===== src/rtl/hvgen_pkg.sv =====
// Shared timing presets and helpers for the parametrised H/V video timing generator.
package hvgen_pkg;

    // Legal range of the internal pixel-enable divider
    localparam int unsigned CE_DIV_MIN = 2;
    localparam int unsigned CE_DIV_MAX = 256;

    // 240x224 mode (timing of the original fixed generator)
    localparam int unsigned T240_H_TOTAL       = 384;
    localparam int unsigned T240_H_BLANK_END   = 10;
    localparam int unsigned T240_H_BLANK_START = 250;
    localparam int unsigned T240_H_SYNC_START  = 308;
    localparam int unsigned T240_H_SYNC_END    = 340;
    localparam int unsigned T240_V_TOTAL       = 264;
    localparam int unsigned T240_V_BLANK_END   = 16;
    localparam int unsigned T240_V_BLANK_START = 240;
    localparam int unsigned T240_V_SYNC_START  = 258;
    localparam int unsigned T240_V_SYNC_END    = 260;

    // 256x224 mode (same line/frame totals, wider active window)
    localparam int unsigned T256_H_TOTAL       = 384;
    localparam int unsigned T256_H_BLANK_END   = 10;
    localparam int unsigned T256_H_BLANK_START = 266;
    localparam int unsigned T256_H_SYNC_START  = 300;
    localparam int unsigned T256_H_SYNC_END    = 332;
    localparam int unsigned T256_V_TOTAL       = 264;
    localparam int unsigned T256_V_BLANK_END   = 16;
    localparam int unsigned T256_V_BLANK_START = 240;
    localparam int unsigned T256_V_SYNC_START  = 258;
    localparam int unsigned T256_V_SYNC_END    = 260;

    // Pin level for a sync signal given whether sync is currently active
    function automatic logic sync_level(input logic active, input logic sync_neg);
        return sync_neg ? ~active : active;
    endfunction

endpackage


===== src/rtl/hvgen_cen.sv =====
// Pixel-enable source: internal clk_sys divider or pass-through of an external enable.
module hvgen_cen
    import hvgen_pkg::*;
#(
    parameter int unsigned CE_EXT = 0,
    parameter int unsigned CE_DIV = 8
) (
    input  logic clk_sys,
    input  logic reset_n,
    input  logic ce_in,
    output logic tick_c
);

    generate
        if (CE_EXT != 0) begin : g_ext
            logic unused_clk;
            assign unused_clk = clk_sys ^ reset_n;

            // External enable is the tick directly
            assign tick_c = ce_in;
        end else begin : g_int
            localparam int unsigned DW = $clog2(CE_DIV);
            localparam logic [DW-1:0] DIV_LAST = DW'(CE_DIV - 1);

            logic [DW-1:0] div;
            logic          unused_ce;
            assign unused_ce = ce_in;

            assign tick_c = (div == DIV_LAST);

            // Divider counts 0..CE_DIV-1 and wraps on the tick
            always_ff @(posedge clk_sys or negedge reset_n) begin
                if (!reset_n) begin
                    div <= '0;
                end else if (tick_c) begin
                    div <= '0;
                end else begin
                    div <= div + DW'(1);
                end
            end
        end
    endgenerate

endmodule


===== src/rtl/hvgen_param.sv =====
// Parametrised video timing generator: H/V counters, blank/sync flags, pixel enable and strobes.
// Optional feature macro: HVGEN_SYNC_ADJUST_EN adds per-frame signed sync position offsets.
module hvgen_param
    import hvgen_pkg::*;
#(
    parameter int unsigned HW            = 9,
    parameter int unsigned VW            = 9,
    parameter int unsigned CE_EXT        = 0,
    parameter int unsigned CE_DIV        = 8,
    parameter int unsigned H_TOTAL       = T240_H_TOTAL,
    parameter int unsigned H_BLANK_END   = T240_H_BLANK_END,
    parameter int unsigned H_BLANK_START = T240_H_BLANK_START,
    parameter int unsigned H_SYNC_START  = T240_H_SYNC_START,
    parameter int unsigned H_SYNC_END    = T240_H_SYNC_END,
    parameter int unsigned V_TOTAL       = T240_V_TOTAL,
    parameter int unsigned V_BLANK_END   = T240_V_BLANK_END,
    parameter int unsigned V_BLANK_START = T240_V_BLANK_START,
    parameter int unsigned V_SYNC_START  = T240_V_SYNC_START,
    parameter int unsigned V_SYNC_END    = T240_V_SYNC_END,
    parameter bit          SYNC_NEG      = 1'b1
) (
    input  logic                 clk_sys,
    input  logic                 reset_n,
    input  logic                 ce_in,
`ifdef HVGEN_SYNC_ADJUST_EN
    input  logic signed [3:0]    h_adj,
    input  logic signed [2:0]    v_adj,
`endif
    output logic [HW-1:0]        hcount,
    output logic [VW-1:0]        vcount,
    output logic                 hb,
    output logic                 vb,
    output logic                 hs,
    output logic                 vs,
    output logic                 ce_pix,
    output logic                 line_start,
    output logic                 frame_start
);

    // Reject inconsistent timing at elaboration
    if (!(H_BLANK_END < H_BLANK_START && H_BLANK_START < H_SYNC_START &&
          H_SYNC_START < H_SYNC_END && H_SYNC_END < H_TOTAL &&
          64'(H_TOTAL) <= (64'd1 << HW))) begin : g_bad_h
        $error("hvgen_param: horizontal timing points out of order or exceed HW");
    end
    if (!(V_BLANK_END < V_BLANK_START && V_BLANK_START < V_SYNC_START &&
          V_SYNC_START < V_SYNC_END && V_SYNC_END < V_TOTAL &&
          64'(V_TOTAL) <= (64'd1 << VW))) begin : g_bad_v
        $error("hvgen_param: vertical timing points out of order or exceed VW");
    end
    if (CE_DIV < CE_DIV_MIN || CE_DIV > CE_DIV_MAX) begin : g_bad_div
        $error("hvgen_param: CE_DIV outside 2..256");
    end

    logic          tick_c;
    logic          eol_c;
    logic          eof_c;
    logic [HW-1:0] hss_c;
    logic [HW-1:0] hse_c;
    logic [VW-1:0] vss_c;
    logic [VW-1:0] vse_c;

    hvgen_cen #(
        .CE_EXT (CE_EXT),
        .CE_DIV (CE_DIV)
    ) u_cen (
        .clk_sys (clk_sys),
        .reset_n (reset_n),
        .ce_in   (ce_in),
        .tick_c  (tick_c)
    );

    assign eol_c = (hcount == HW'(H_TOTAL - 1));
    assign eof_c = eol_c && (vcount == VW'(V_TOTAL - 1));

`ifdef HVGEN_SYNC_ADJUST_EN
    // Offsets span -8..+7 / -4..+3; every shifted sync point must stay in the blanking tail
    if (!(H_SYNC_START > H_BLANK_START + 8 && H_SYNC_END + 7 < H_TOTAL)) begin : g_bad_hadj
        $error("hvgen_param: adjusted horizontal sync range leaves blanking tail");
    end
    if (!(V_SYNC_START > V_BLANK_START + 4 && V_SYNC_END + 3 < V_TOTAL)) begin : g_bad_vadj
        $error("hvgen_param: adjusted vertical sync range leaves blanking tail");
    end

    logic signed [3:0] h_adj_q;
    logic signed [2:0] v_adj_q;

    // Offsets are captured only at frame start so a frame never mixes two sync positions
    always_ff @(posedge clk_sys or negedge reset_n) begin
        if (!reset_n) begin
            h_adj_q <= '0;
            v_adj_q <= '0;
        end else if (tick_c && eof_c) begin
            h_adj_q <= h_adj;
            v_adj_q <= v_adj;
        end
    end

    assign hss_c = HW'(H_SYNC_START) + HW'(h_adj_q);
    assign hse_c = HW'(H_SYNC_END)   + HW'(h_adj_q);
    assign vss_c = VW'(V_SYNC_START) + VW'(v_adj_q);
    assign vse_c = VW'(V_SYNC_END)   + VW'(v_adj_q);
`else
    assign hss_c = HW'(H_SYNC_START);
    assign hse_c = HW'(H_SYNC_END);
    assign vss_c = VW'(V_SYNC_START);
    assign vse_c = VW'(V_SYNC_END);
`endif

    // Strobes mark the clk in which the freshly updated counters appear
    always_ff @(posedge clk_sys or negedge reset_n) begin
        if (!reset_n) begin
            ce_pix      <= 1'b0;
            line_start  <= 1'b0;
            frame_start <= 1'b0;
        end else begin
            ce_pix      <= tick_c;
            line_start  <= tick_c && eol_c;
            frame_start <= tick_c && eof_c;
        end
    end

    // Horizontal counter and flags; compares use the pre-update hcount (one-pixel lag)
    always_ff @(posedge clk_sys or negedge reset_n) begin
        if (!reset_n) begin
            hcount <= '0;
            hb     <= 1'b1;
            hs     <= sync_level(1'b0, SYNC_NEG);
        end else if (tick_c) begin
            hcount <= eol_c ? '0 : hcount + HW'(1);
            if (hcount == HW'(H_BLANK_END)) begin
                hb <= 1'b0;
            end else if (hcount == HW'(H_BLANK_START)) begin
                hb <= 1'b1;
            end
            if (hcount == hss_c) begin
                hs <= sync_level(1'b1, SYNC_NEG);
            end else if (hcount == hse_c) begin
                hs <= sync_level(1'b0, SYNC_NEG);
            end
        end
    end

    // Vertical counter and flags advance only on the end-of-line tick
    always_ff @(posedge clk_sys or negedge reset_n) begin
        if (!reset_n) begin
            vcount <= '0;
            vb     <= 1'b1;
            vs     <= sync_level(1'b0, SYNC_NEG);
        end else if (tick_c && eol_c) begin
            vcount <= eof_c ? '0 : vcount + VW'(1);
            if (vcount == VW'(V_BLANK_END)) begin
                vb <= 1'b0;
            end else if (vcount == VW'(V_BLANK_START)) begin
                vb <= 1'b1;
            end
            if (vcount == vss_c) begin
                vs <= sync_level(1'b1, SYNC_NEG);
            end else if (vcount == vse_c) begin
                vs <= sync_level(1'b0, SYNC_NEG);
            end
        end
    end

endmodule

===== config.mk =====
export PLATFORM = sky130hd
export DESIGN_NAME = hvgen_param
export DESIGN_NICKNAME = d
export VERILOG_FILES = /design/src/rtl/hvgen_pkg.sv /design/src/rtl/hvgen_cen.sv /design/src/rtl/hvgen_param.sv
export SDC_FILE = /design/constraint.sdc
export NUM_CORES = 1
export LEC_CHECK = 0
export CELL_PAD_IN_SITES_DETAIL_PLACEMENT = 1
export CELL_PAD_IN_SITES_GLOBAL_PLACEMENT = 1
export CORE_ASPECT_RATIO = 1.2
export CORE_MARGIN = 3
export CORE_UTILIZATION = 39
export DETAILED_ROUTE_END_ITERATION = 10
export GPL_TIMING_DRIVEN = 0
export PLACE_DENSITY = 0.9
export SYNTH_ARGS = -nofsm -noshare
export SYNTH_HDL_FRONTEND = slang
export SYNTH_HIERARCHICAL = 1
export SYNTH_SLANG_ARGS = --single-unit

===== constraint.sdc =====
create_clock -name clk_sys -period 2.2 [get_ports clk_sys]
set_clock_uncertainty 0.05 [all_clocks]
set_input_delay 0.66 -clock clk_sys [delete_from_list [all_inputs] [get_ports clk_sys]]
set_output_delay 0.66 -clock clk_sys [all_outputs]
set_load 0.005 [all_outputs]

* Word-level counts from Yosys, hierarchy flattened
Cells that the tools add are included.
W data, S select, Z words.
** Storage, ports and cells
- Logic and storage cells :: 46
- Register bits after elaboration :: 28
- Output and inout bits :: 25
- Input bits :: 3
** Cells by class
- Reductions and logical operators :: 11
- Multiplexer cells :: 11
- Equal/unequal tests :: 11
- $add $sub $neg :: 3
** Operators with widths (count)
- $eq A9 B9 Y1 const B :: 6
- $add A9 B1 Y9 const B :: 2
- $eq A9 B8 Y1 const B :: 2
- $mux W9 :: 2
- $eq A9 B4 Y1 const B :: 1
- $eq A9 B5 Y1 const B :: 1
- $mux W1 :: 8
- $reduce_and A2 Y1 :: 4
- $reduce_bool A2 Y1 :: 4
- $add A3 B1 Y3 const B :: 1
- $eq A3 B3 Y1 const B :: 1
- $logic_and A1 B1 Y1 :: 3
- $mux W3 :: 1

* Longest topological paths before layout
- Depth after elaboration :: 3
- Depth in mapped cells :: 8
- Depth with buffers taken out :: 6

* Cells and area by module
Netlist, hierarchy kept.
** Modules (own cells, without submodules)
- hvgen_param :: instances 1, cells an instance 127, area each 1290.0 µm², sequential area each 630.6 µm²
- hvgen_cen :: instances 1, cells an instance 6, area each 103.8 µm², sequential area each 75.1 µm²

* Worst setup path after synthesis
No wires, ideal clock.
- Path kind :: register to register
- Start :: reg u_cen.g_int.div[0]
- End :: reg vcount[8]
- Setup time :: 0.083 ns
- Cell stages (with the launch flop) :: 8
- Path buffers :: 1
- Data required time :: 2.067 ns
- Arrival time :: 1.849 ns
- Period minus slack after synthesis :: 1.981 ns
- Slack :: 0.219 ns
- Cell sequence :: dfrtp_1 ha_1 ha_1 buf_4 nand2_1 or4_4 or3_1 o21ai_0
** On the way
- Longest elaborated chain between the ends :: 2
** RTL lines
- from (decl) :: line hvgen_cen.sv:25 : logic [DW-1:0] div;
- from (signal assigned) :: line hvgen_cen.sv:38 : div <= div + DW'(1);
- $eq A3 B3 Y1 :: line hvgen_cen.sv:29 : assign tick_c = (div == DIV_LAST);
- via tick_c :: line hvgen_param.sv:55 : logic tick_c;
- $logic_and A1 B1 Y1 :: line hvgen_param.sv:150 : end else if (tick_c && eol_c) begin
- to (signal assigned) :: line hvgen_param.sv:151 : vcount <= eof_c ? '0 : vcount + VW'(1);
- to (decl) :: line hvgen_param.sv:30 : output logic [VW-1:0] vcount,
The timed path passes the listed nets, and every way through them passes these cells.
A chain may end at the register's enable or synchronous reset.

* Worst setup path after layout
- Start :: reg hcount[5]
- End :: out hcount[5]
** RTL lines
- from (decl) :: line hvgen_param.sv:29 : output logic [HW-1:0] hcount,
- from (signal assigned) :: line hvgen_param.sv:130 : hcount <= eol_c ? '0 : hcount + HW'(1);
No word-level cell between the ends.

==> results.cfg <==
[outcome]
status = finished clean

[critical_path]
critical_path_arrival_ns = 1.39
path_delay_family = buffers and inverters
r2r_cells = 7
critPathSlowestCell = clkdlybuf4s50_1
r2r-end = vcount[8]
end_kind = output pin
critPathLaunchType = flip-flop
setup.worst_path.class = flip-flop to output pin
r2r_start = u_cen/g_int.div[0]
path_cells = clkdlybuf4s50_1
critPathMaxFanout = 7
critPathBufInv = 1
r2r_slack_ns = 0.13
cpPeakStageDelay_ns = 0.57
worstPathRequired_ns = 1.49

[place]
globalplace.congestion = 0.793
place_area_um2 = 1700
dp_hpwl_mm = 2.57
portBuffers = 26
post-place-cells = 196
pre_cts_ws_ns = -0.0490

[sta]
drv_slew = 0
tightestPinTransition_ns = 0.630
slew_headroom = 0.580
worst_slack_ns = 0.103
fin_crit_sh = 0.953
fmax_mhz = 477
period_needed_ns = 2.10
finalSetupViolCount = 0
hold_violations = 0

[die]
pin_count = 28
rows = 23
core-area_um2 = 3400
initial_utilization = 0.410
die_y_um = 71.5
die_x_um = 60.6
die_area_um2 = 4330

[final_layout]
final_nets = 175
diodes = 0
instances_no_fill = 200
area.growth.synth_to_final_pct = 28.7
drive_gt1_frac = 0.129
final_cell_area_um2 = 1790
fill_cells = 401

[clock_network]
cts_tree = yes
htreeDepth = 1
cts.path.max_buffers = 2
cts.clk_slew.worst_paths_ns = 0.10
cts_root_buf = clkbuf_8
clkLatencyLatePin_ns = 0.27
cts_inserted_buffers = 3
hold_buffers = 0
postCtsSetupBuffers = 0
clock_sinks = 28

[routing]
drt_wl_total_mm = 3.59
drc_errors = 0
firstDrtPassIters = 4
routed_via_density = 5.68
ant_nets = 0
drtIter0Drc = 26
routedWlPerCell_um = 17.9
num_vias = 1136

[synthesis]
ys.flop_type = dfrtp_1
synthCells = 133
syn_area_um2 = 1390
seq_area_frac_synth = 0.506
synth-seq-cells = 28
synthDistinctLibCells = 37
ys_warn_count = 6
avgSynthCellArea_um2 = 10.5
synth_edf_count = 0
async_flop_share = 1.00
synth_nets = 144

[grt]
grtUsageTotal = 0.180
antenna_found_initial = 0
grt_pass1_wl_mm = 5.89
grt_max_degree = 29
overflow = 0
grt_pass1_vias = 1222

[power]
pwr-share-clk = 0.436
comb_power_share = 0.011
p_leak_nw = 0.713
internal_power_uw = 759
power_frac_seq = 0.553
power.switching_uw = 172
switching_share = 0.185
ir_worst_vdd_mv = 0.282
p_per_area_nw_per_um2 = 519

[run]
max_cap_viol_count = 0

[min_path]
hold_class = primary input to asynchronous set/reset pin
area by class of cell:
cell class | instances | area (µm²) | area share
clock buffers | 3 | 41.3 | 0.0230
repair buffers | 26 | 255 | 0.142
clock inverters | 1 | 30.0 | 0.0167
well taps | 37 | 46.3 | 0.0258
flip-flops and latches | 28 | 706 | 0.393
plain buffers | 4 | 33.8 | 0.0188
inverters | 10 | 37.5 | 0.0209
multi-input cells | 91 | 644 | 0.359
metrics by stage:
step	total power, mW	hold slack (ns)	setup TNS, ns	util
floorplan	0.525	0.314	0	-
global placement	0.536	0.365	0	0.501
detailed placement	0.537	0.383	-1.15	0.501
CTS	0.937	0.397	0	0.524
global route	0.960	0.380	-0.00587	0.528
finish	0.931	0.339	0	0.528
power by group through the flow:
| stage | clock [mW] | combinational [mW] | sequential (mW) |
|---|---|---|---|
| 6_report | 0.406 | 0.0103 | 0.515 |
| 5_1_grt | 0.433 | 0.0126 | 0.515 |
| 4_1_cts | 0.410 | 0.0120 | 0.515 |
| 3_5_place_dp | 0 | 0.0122 | 0.525 |
| 3_3_place_gp | 0 | 0.0116 | 0.525 |
| 2_1_floorplan | 0 | 0.000000211 | 0.525 |
synthesized netlist by cell type (2+ instances only):
cell,n,area share
xnor2_1,10,0.063
ha_1,8,0.072
or3_1,2,0.0090
nor2_1,9,0.024
nor3_1,3,0.011
a21oi_1,4,0.014
nand3_1,7,0.025
nand2_1,11,0.030
dfstp_2,4,0.075
inv_1,10,0.027
o21ai_0,9,0.032
a2bb2oi_1,2,0.013
dfrtp_1,24,0.43
nor4_1,4,0.018
nand4_1,3,0.013
a41oi_1,2,0.013
worst max-delay path by stage:
stage,depth (start not counted),from,slack [ns],to
after floorplan,7,u_cen/g_int.div[0],0.22,vcount[8]
after global placement,1,reset_n,0.03,hcount[5]
after detailed placement,1,reset_n,-0.05,hcount[5]
after CTS,7,u_cen/g_int.div[0],0.06,vcount[5]
after global routing,7,u_cen/g_int.div[0],-0.006,vcount[8]
final,1,hcount[5],0.10,hcount[5]
routing by layer:
| metal | wire length [µm] | up-vias | GRT usage |
|---|---|---|---|
| met1 | 1480 | 577 | 0.227 |
| met4 | 38 | 0 | 0.0651 |
| met3 | 117 | 4 | 0.0252 |
| li1 | - | 529 | - |
| met2 | 1950 | 26 | 0.308 |
| met5 | 0 | - | 0 |
cell families after synthesis:
family          share of synthesized area
compound gates                     0.0943
buf+inv                            0.0467
fa+ha+maj                          0.0718
flops                               0.506
simple gates                        0.205
xor+xnor                           0.0691
mux                               0.00718
registers in the layout, summed over array words and instances (netlist names):
name and count:
vs 1, line_start 1, hcount 9, hb 1, ce_pix 1, frame_start 1, hs 1, vcount 9
u_cen/g_int.div 3, vb 1
cells in the final DEF, fill, tap and decap left out, drive strengths merged, types with 2 or more instances in the layout:
master         Yosys  routed
a21oi              4       4
a2bb2oi            2       2
a41oi              2       2
buf                3       3
clkbuf             1       5
clkdlybuf4s50      0      25
dfrtp             24      24
dfstp              4       4
ha                 8       8
inv               10      10
nand2             11      11
nand3              7       7
nand4              4       4
nor2               9       9
nor3               3       3
nor4               4       4
o21ai              9       9
or3                2       2
or4                2       2
xnor2             10      10
timing repair:
action / CTS / global route
setup endpoints to repair: 1 / 6
gates resized for setup: 2 / 5
endpoints found under the hold margin: 0 / 0
pin swaps: 0 / 0
Power figures use the tool's default switching activity.
